## src/rtl/tl_inorder_responder_if.sv

```systemverilog
// rtl/tl_inorder_responder_if.sv - A/D channel bundle for the in-order TileLink-UL responder
interface tl_inorder_responder_if #(
  parameter int SOURCE_W = 4,
  parameter int SIZE_W   = 3,
  parameter int DATA_W   = 32
);
  logic                a_valid;
  logic                a_ready;
  logic [2:0]          a_opcode;
  logic [SOURCE_W-1:0] a_source;
  logic [SIZE_W-1:0]   a_size;
  logic                d_valid;
  logic                d_ready;
  logic [2:0]          d_opcode;
  logic [SOURCE_W-1:0] d_source;
  logic [SIZE_W-1:0]   d_size;
  logic                d_denied;
  logic [DATA_W-1:0]   d_data;

  modport master (
    output a_valid, a_opcode, a_source, a_size, d_ready,
    input  a_ready, d_valid, d_opcode, d_source, d_size, d_denied, d_data
  );

  modport slave (
    input  a_valid, a_opcode, a_source, a_size, d_ready,
    output a_ready, d_valid, d_opcode, d_source, d_size, d_denied, d_data
  );
endinterface

```

## src/rtl/tl_inorder_responder.sv

```systemverilog
// rtl/tl_inorder_responder.sv - TileLink-UL stub slave answering requests strictly in order
module tl_inorder_responder #(
  parameter int SOURCE_W = 4,
  parameter int SIZE_W   = 3,
  parameter int DATA_W   = 32,
  parameter int DEPTH    = 4
) (
  input  logic                  clock,
  input  logic                  reset,
  tl_inorder_responder_if.slave bus
);
  localparam int BEAT_LG    = $clog2(DATA_W / 8);
  localparam int CNT_RAW    = (1 << SIZE_W) - BEAT_LG;
  localparam int CNT_W      = (CNT_RAW < 1) ? 1 : CNT_RAW;
  localparam int PTR_W      = $clog2(DEPTH);
  // Read data places the beat index in the low nibble and the source above it.
  localparam int DATA_CNT_W = 4;

  typedef enum logic [1:0] {K_DATA, K_ACK, K_DENY} kind_e;
  typedef enum logic {S_IDLE, S_SEND} state_e;

  // Index of the last beat of a transfer of 2^size bytes.
  function automatic logic [CNT_W-1:0] last_idx(input logic [SIZE_W-1:0] size);
    if (int'(size) <= BEAT_LG) return '0;
    return CNT_W'((1 << (int'(size) - BEAT_LG)) - 1);
  endfunction

  logic [CNT_W-1:0]    a_acnt_q, a_acnt_d;
  logic [2:0]          a_op_q, a_op_d;
  logic [SOURCE_W-1:0] a_src_q, a_src_d;
  logic [SIZE_W-1:0]   a_size_q, a_size_d;
  logic                a_ready_q, a_ready_d;
  logic [PTR_W-1:0]    wr_ptr_q, wr_ptr_d, rd_ptr_q, rd_ptr_d;
  logic [PTR_W:0]      count_q, count_d;
  logic [CNT_W-1:0]    d_dcnt_q, d_dcnt_d;
  state_e              state_q, state_d;

  kind_e               q_kind_q [DEPTH];
  logic [SOURCE_W-1:0] q_src_q  [DEPTH];
  logic [SIZE_W-1:0]   q_size_q [DEPTH];

  logic [2:0]          cur_op;
  logic [SOURCE_W-1:0] cur_src;
  logic [SIZE_W-1:0]   cur_size;
  logic                a_fire, a_first, a_last, enq, d_fire, d_last, deq, send;
  kind_e               enq_kind, head_kind;
  logic [SOURCE_W-1:0] head_src;
  logic [SIZE_W-1:0]   head_size;

  assign send      = (state_q == S_SEND);
  assign head_kind = q_kind_q[rd_ptr_q];
  assign head_src  = q_src_q[rd_ptr_q];
  assign head_size = q_size_q[rd_ptr_q];

  // Next-state logic: A-beat counting, enqueue on last A beat, pop on last D beat.
  always_comb begin
    a_first  = (a_acnt_q == '0);
    cur_op   = a_first ? bus.a_opcode : a_op_q;
    cur_src  = a_first ? bus.a_source : a_src_q;
    cur_size = a_first ? bus.a_size   : a_size_q;
    a_fire   = bus.a_valid & a_ready_q;

    if (cur_op == 3'd4)                         enq_kind = K_DATA;
    else if (cur_op == 3'd0 || cur_op == 3'd1)  enq_kind = K_ACK;
    else                                        enq_kind = K_DENY;

    // Only Puts span several A beats; Get and unsupported opcodes are single-beat.
    a_last = (enq_kind != K_ACK) || (a_acnt_q == last_idx(cur_size));
    enq    = a_fire & a_last;

    a_acnt_d = a_acnt_q;
    if (a_fire) a_acnt_d = a_last ? '0 : a_acnt_q + 1'b1;
    a_op_d   = (a_fire & a_first) ? bus.a_opcode : a_op_q;
    a_src_d  = (a_fire & a_first) ? bus.a_source : a_src_q;
    a_size_d = (a_fire & a_first) ? bus.a_size   : a_size_q;

    d_fire = send & bus.d_ready;
    d_last = (head_kind != K_DATA) || (d_dcnt_q == last_idx(head_size));
    deq    = d_fire & d_last;

    d_dcnt_d = d_dcnt_q;
    if (d_fire) d_dcnt_d = d_last ? '0 : d_dcnt_q + 1'b1;

    wr_ptr_d  = wr_ptr_q + PTR_W'(enq);
    rd_ptr_d  = rd_ptr_q + PTR_W'(deq);
    count_d   = count_q + (PTR_W+1)'(enq) - (PTR_W+1)'(deq);
    // a_ready tracks the registered count, so a pop never frees a slot in the same cycle.
    a_ready_d = (count_d != (PTR_W+1)'(DEPTH));
    // SEND persists across back-to-back entries; IDLE only once the queue drains.
    state_d   = (count_d != '0) ? S_SEND : S_IDLE;
  end

  // Control state registers with synchronous reset.
  always_ff @(posedge clock) begin
    if (reset) begin
      a_acnt_q  <= '0;
      a_op_q    <= '0;
      a_src_q   <= '0;
      a_size_q  <= '0;
      a_ready_q <= 1'b0;
      wr_ptr_q  <= '0;
      rd_ptr_q  <= '0;
      count_q   <= '0;
      d_dcnt_q  <= '0;
      state_q   <= S_IDLE;
    end else begin
      a_acnt_q  <= a_acnt_d;
      a_op_q    <= a_op_d;
      a_src_q   <= a_src_d;
      a_size_q  <= a_size_d;
      a_ready_q <= a_ready_d;
      wr_ptr_q  <= wr_ptr_d;
      rd_ptr_q  <= rd_ptr_d;
      count_q   <= count_d;
      d_dcnt_q  <= d_dcnt_d;
      state_q   <= state_d;
    end
  end

  // Queue storage; contents are don't-care while the entry is not counted.
  always_ff @(posedge clock) begin
    if (enq) begin
      q_kind_q[wr_ptr_q] <= enq_kind;
      q_src_q[wr_ptr_q]  <= cur_src;
      q_size_q[wr_ptr_q] <= cur_size;
    end
  end

  assign bus.a_ready  = a_ready_q;
  assign bus.d_valid  = send;
  assign bus.d_opcode = (send && head_kind == K_DATA) ? 3'd1 : 3'd0;
  assign bus.d_source = send ? head_src : '0;
  assign bus.d_size   = send ? head_size : '0;
  assign bus.d_denied = send && (head_kind == K_DENY);
  assign bus.d_data   = (send && head_kind == K_DATA)
                      ? ((DATA_W'(head_src) << DATA_CNT_W)
                         | (DATA_W'(d_dcnt_q) & DATA_W'((1 << DATA_CNT_W) - 1)))
                      : '0;
endmodule

```

## src/flat_wrapper.sv

```systemverilog
// flat-port wrapper written by rule: the top's interface ports become plain ports
module tl_inorder_responder_flat 
#(
  parameter int SOURCE_W = 4,
  parameter int SIZE_W   = 3,
  parameter int DATA_W   = 32,
  parameter int DEPTH    = 4
)
  (clock, reset, bus_a_valid, bus_a_opcode, bus_a_source, bus_a_size, bus_d_ready, bus_a_ready, bus_d_valid, bus_d_opcode, bus_d_source, bus_d_size, bus_d_denied, bus_d_data);
  tl_inorder_responder_if #(.SOURCE_W(SOURCE_W), .SIZE_W(SIZE_W), .DATA_W(DATA_W)) bus_i ();
  input  logic clock;
  input  logic reset;
  input wire logic [$bits(bus_i.a_valid)-1:0] bus_a_valid;
  input wire logic [$bits(bus_i.a_opcode)-1:0] bus_a_opcode;
  input wire logic [$bits(bus_i.a_source)-1:0] bus_a_source;
  input wire logic [$bits(bus_i.a_size)-1:0] bus_a_size;
  input wire logic [$bits(bus_i.d_ready)-1:0] bus_d_ready;
  output wire logic [$bits(bus_i.a_ready)-1:0] bus_a_ready;
  output wire logic [$bits(bus_i.d_valid)-1:0] bus_d_valid;
  output wire logic [$bits(bus_i.d_opcode)-1:0] bus_d_opcode;
  output wire logic [$bits(bus_i.d_source)-1:0] bus_d_source;
  output wire logic [$bits(bus_i.d_size)-1:0] bus_d_size;
  output wire logic [$bits(bus_i.d_denied)-1:0] bus_d_denied;
  output wire logic [$bits(bus_i.d_data)-1:0] bus_d_data;
  assign bus_i.a_valid = bus_a_valid;
  assign bus_i.a_opcode = bus_a_opcode;
  assign bus_i.a_source = bus_a_source;
  assign bus_i.a_size = bus_a_size;
  assign bus_i.d_ready = bus_d_ready;
  assign bus_a_ready = bus_i.a_ready;
  assign bus_d_valid = bus_i.d_valid;
  assign bus_d_opcode = bus_i.d_opcode;
  assign bus_d_source = bus_i.d_source;
  assign bus_d_size = bus_i.d_size;
  assign bus_d_denied = bus_i.d_denied;
  assign bus_d_data = bus_i.d_data;
  tl_inorder_responder #(.SOURCE_W(SOURCE_W), .SIZE_W(SIZE_W), .DATA_W(DATA_W), .DEPTH(DEPTH)) u_core (.clock(clock), .reset(reset), .bus(bus_i));
endmodule
```

## config.mk

```make
export PLATFORM = sky130hd
export DESIGN_NAME = tl_inorder_responder_flat
export DESIGN_NICKNAME = d
export VERILOG_FILES = /design/src/rtl/tl_inorder_responder_if.sv /design/src/rtl/tl_inorder_responder.sv /design/src/flat_wrapper.sv
export SDC_FILE = /design/constraint.sdc
export NUM_CORES = 1
export LEC_CHECK = 0
export CORE_MARGIN = 8
export CORE_UTILIZATION = 27
export DETAILED_ROUTE_END_ITERATION = 8
export PLACE_DENSITY_LB_ADDON = 0.25
export SLEW_MARGIN = 20
export SYNTH_ARGS = -nofsm -noshare
export SYNTH_HDL_FRONTEND = slang
export SYNTH_SLANG_ARGS = --single-unit
```

## constraint.sdc

```tcl
create_clock -name clock -period 5.7 [get_ports clock]
set_clock_uncertainty 0.05 [all_clocks]
set_input_delay 0.57 -clock clock [delete_from_list [all_inputs] [get_ports clock]]
set_output_delay 0.57 -clock clock [all_outputs]
set_load 0.02 [all_outputs]
```

==> summary.txt <==
GRT
  – Vias in the first global route: 2,568
  – Global-route wire length before repair: 13.1 mm
  – Grt ovf: 0
  – Pin count of the biggest net entering global routing: 31
  – Initial antenna violation count: 0
  – GR Util All Layers: 9.35%

Setup path
  – CP bufs+invs: 2
  – Worst EP arrival: 5110 ps
  – CP endpoint kind: register
  – CP max stage delay: around 630 ps
  – Worst-path fanout max: 8
  – Worst setup SP type: register
  – Worst setup path class: reg2reg
  – CP required: 5860 ps
  – Worst Setup SP: u_core.rd_ptr_q[0]
  – Crit path cell chain: mux4_2 -> inv_1 -> ha_1 -> or3b_2 -> o21ai_0 -> a21o_1 -> a22oi_1 -> a31oi_1 -> nor2_1 -> ha_1 -> inv_1 -> ha_1 -> fa_1 -> xnor2_1 -> xnor2_1 -> nor2_1 -> or3_1
  – Crit-path leading delay family: simple AND/OR/NAND/NOR gates
  – Slowest cell on crit path: mux4_2
  – RR Startpoint: u_core.rd_ptr_q[0]
  – Critical Path Most Common Cell: ha_1

Timing
  – RSZ-0062 raised after global routing: false
  – # setup viols final: 0
  – Worst slew margin: 53.4%
  – Smallest hold slack: 404 ps
  – Minimum clock period: roughly 5000 ps
  – Worst slew pin tran: roughly 700 ps
  – Final period util: 86.9%
  – Fmax: 0.202 GHz
  – Slew Viols, Final: 0
  – Final Hold Viols: 0
  – Setup TNS: 0 ps

Clock tree
  – Num CTS Buffers: 9
  – Post-CTS Resized: 0
  – # Post-CTS Setup Buffers: 0
  – Root Buffer: clkbuf_16
  – TritonCTS Sinks: 67
  – CTS max path bufs: 2
  – Clk Latency, worst-skew pair: 320 ps
  – CTS tree: done
  – H-tree Lvls: 3
  – Hold buffers post-CTS: 0
  – Worst-path clk slew: roughly 60 ps

Pwr
  – Leak: 1.61 nW
  – Total power: 0.00185 W
  – Power per cell area: 430 mW/mm^2
  – VDD IR-drop max: around 0.00014 V

Synth
  – Cells after synthesis: 346
  – Sequential share of the synthesized area: 46.9%
  – Synth unique cells: 51
  – Post-Syn Area: around 0.0036 sq mm
  – Seq cells post-synth: 67
  – Asr flop ratio synth: 0%
  – Synth warn: 0
  – Main synth FF type: edfxtp_1
  – Avg Cell Area, Syn: around 10 sq um
  – Number of flops mapped to enable cells by yosys: 36

Final layout
  – N_diodes: 0
  – Area Growth Syn to Fin: 18.8%
  – Most frequent cells in the layout: nand2_1 (49), edfxtp_1 (36), clkdlybuf4s50_1 (32), dfxtp_1 (31), conb_1 (26)
  – Footprint of the multi-input gates: 0.00172 sq mm
  – Reg area: 0.00170 sq mm
  – Share of layout cells above drive strength 1: 11.4%
  – Layout Nets: around 400
  – Commonest non-fill, non-tap cell in the layout: nand2_1
  – Fillers: about 1.4k
  – Util after Layout: 32.7%

Drt
  – DRC: 0
  – Vias: 2,461
  – Iter 0 DRT Violations: ~110
  – Wirelength per Cell: 13.9 um
  – Routed WL: 7.78 mm
  – ANT nets after route: 0
  – Vias per cell: 4.39
  – Drt first pass iters: 4

Die
  – Die Ht: 132 um
  – Die span in x: 132 um
  – FP Rows: 42
  – Core footprint: 0.0132 sq mm
  – Die footprint: 0.0174 sq mm
  – Initial Utilization: between 20% and 30%
  – IO Pins: 59

Job
  – Max-Cap Viols: 0

Worst hold path
  – Hold Path Class: reg2reg
  – HP Start: u_core.a_src_q[1]

Placed design
  – HPWL after detailed placement: 5.74 mm
  – Port Buf Inserts: 32
  – GP Congestion: 0.802

Run status
  – Run status: finished clean
==> layout make-up <==
class / instances / area share (%)
tap: 176 / 5.11
inverter: 16 / 1.39
multi-input combinational: 252 / 39.9
sequential: 67 / 39.5
clock buffer: 9 / 5.22
clock inverter: 6 / 0.987
timing repair buffer: 35 / 7.95
==> tightest hold or removal path, cell delays in order, from the launching register on <==
cell and delay, ps:
dfxtp_1 310, nand2_1 50, a21oi_1 50
==> kinds of logic (layout without fill, tap and decap cells) <==
group	Yosys count	after routing	share of synthesized area (%)
flops	67	67	46.9
compound gates	46	46	7.93
fa+ha+maj	16	16	5.72
other cells	1	26	0.103
mux	14	14	7.03
buf+inv	52	66	8.35
simple gates	136	136	20.6
xor+xnor	14	14	3.38
==> power breakdown <==
| part | internal [W] | switching [W] | leakage [nW] |
|---|---|---|---|
| Sequential | 0.000595 | 0.0000547 | 0.580 |
| Clock | 0.000292 | 0.000202 | 0.128 |
| Combinational | 0.000309 | 0.000399 | 0.905 |
==> routing by layer <==
layer	wire [um]	part of all wire [%]	global-route usage, %
met4	124	1.6	3.89
met3	450	5.8	3.35
met5	0	0	0
met2	3590	46	14.5
met1	3620	46	11.5
==> flip-flops by register name, summed over array words and instances (netlist names) <==
name,count
u_core.a_acnt_q,6
u_core.a_op_q,3
u_core.a_size_q,3
u_core.a_src_q,4
u_core.bus.a_ready,1
u_core.bus.d_valid,1
u_core.count_q,3
u_core.d_dcnt_q,6
u_core.q_kind_q,8
u_core.q_size_q,12
u_core.q_src_q,16
u_core.rd_ptr_q,2
u_core.wr_ptr_q,2
==> path summary, 6_finish.rpt <==
| kind | end | slack (ps) | cells after the start |
|---|---|---|---|
| max | u_core.bus.d_valid | 750 | 17 |
| min | u_core.a_src_q[1] | 400 | 2 |
| min reg2reg | u_core.a_src_q[1] | 400 | 2 |
| max reg2reg | u_core.bus.d_valid | 750 | 17 |
==> Yosys cell counts (2+ instances only) <==
library cell / instances / area (sq um)
clkbuf_1: 7 / 26.3
edfxtp_1: 36 / 1080
nand3_1: 7 / 35.0
and3_1: 5 / 31.3
ha_1: 15 / 188
a31oi_1: 4 / 25.0
and2_1: 14 / 87.6
nand2b_1: 2 / 12.5
nor2b_1: 9 / 56.3
o21ai_0: 6 / 30.0
buf_4: 26 / 195
xor2_1: 5 / 43.8
a2111oi_0: 2 / 17.5
nor2_1: 16 / 60.1
dfxtp_1: 31 / 621
mux4_2: 9 / 203
or2_2: 2 / 12.5
buf_2: 2 / 10.0
nand4_1: 6 / 37.5
a211o_1: 2 / 17.5
a21oi_1: 20 / 100
nor3_2: 6 / 60.1
a211oi_1: 3 / 22.5
nand2_1: 49 / 184
nor3_1: 7 / 35.0
xnor2_1: 9 / 78.8
inv_1: 16 / 60.1
nor3b_1: 2 / 15.0
mux2i_1: 3 / 30.0
o22ai_1: 2 / 12.5
and3b_1: 3 / 26.3
==> per-stage QoR <==
stage	std cells	cell area (sq um)	setup WS (ps)
after floorplan	371	3720	1160
after global placement	546	4040	940
after detailed placement	546	4040	722
after CTS	561	4310	701
after global routing	561	4310	434
final	561	4310	749
(Power assumes the default switching activity.)
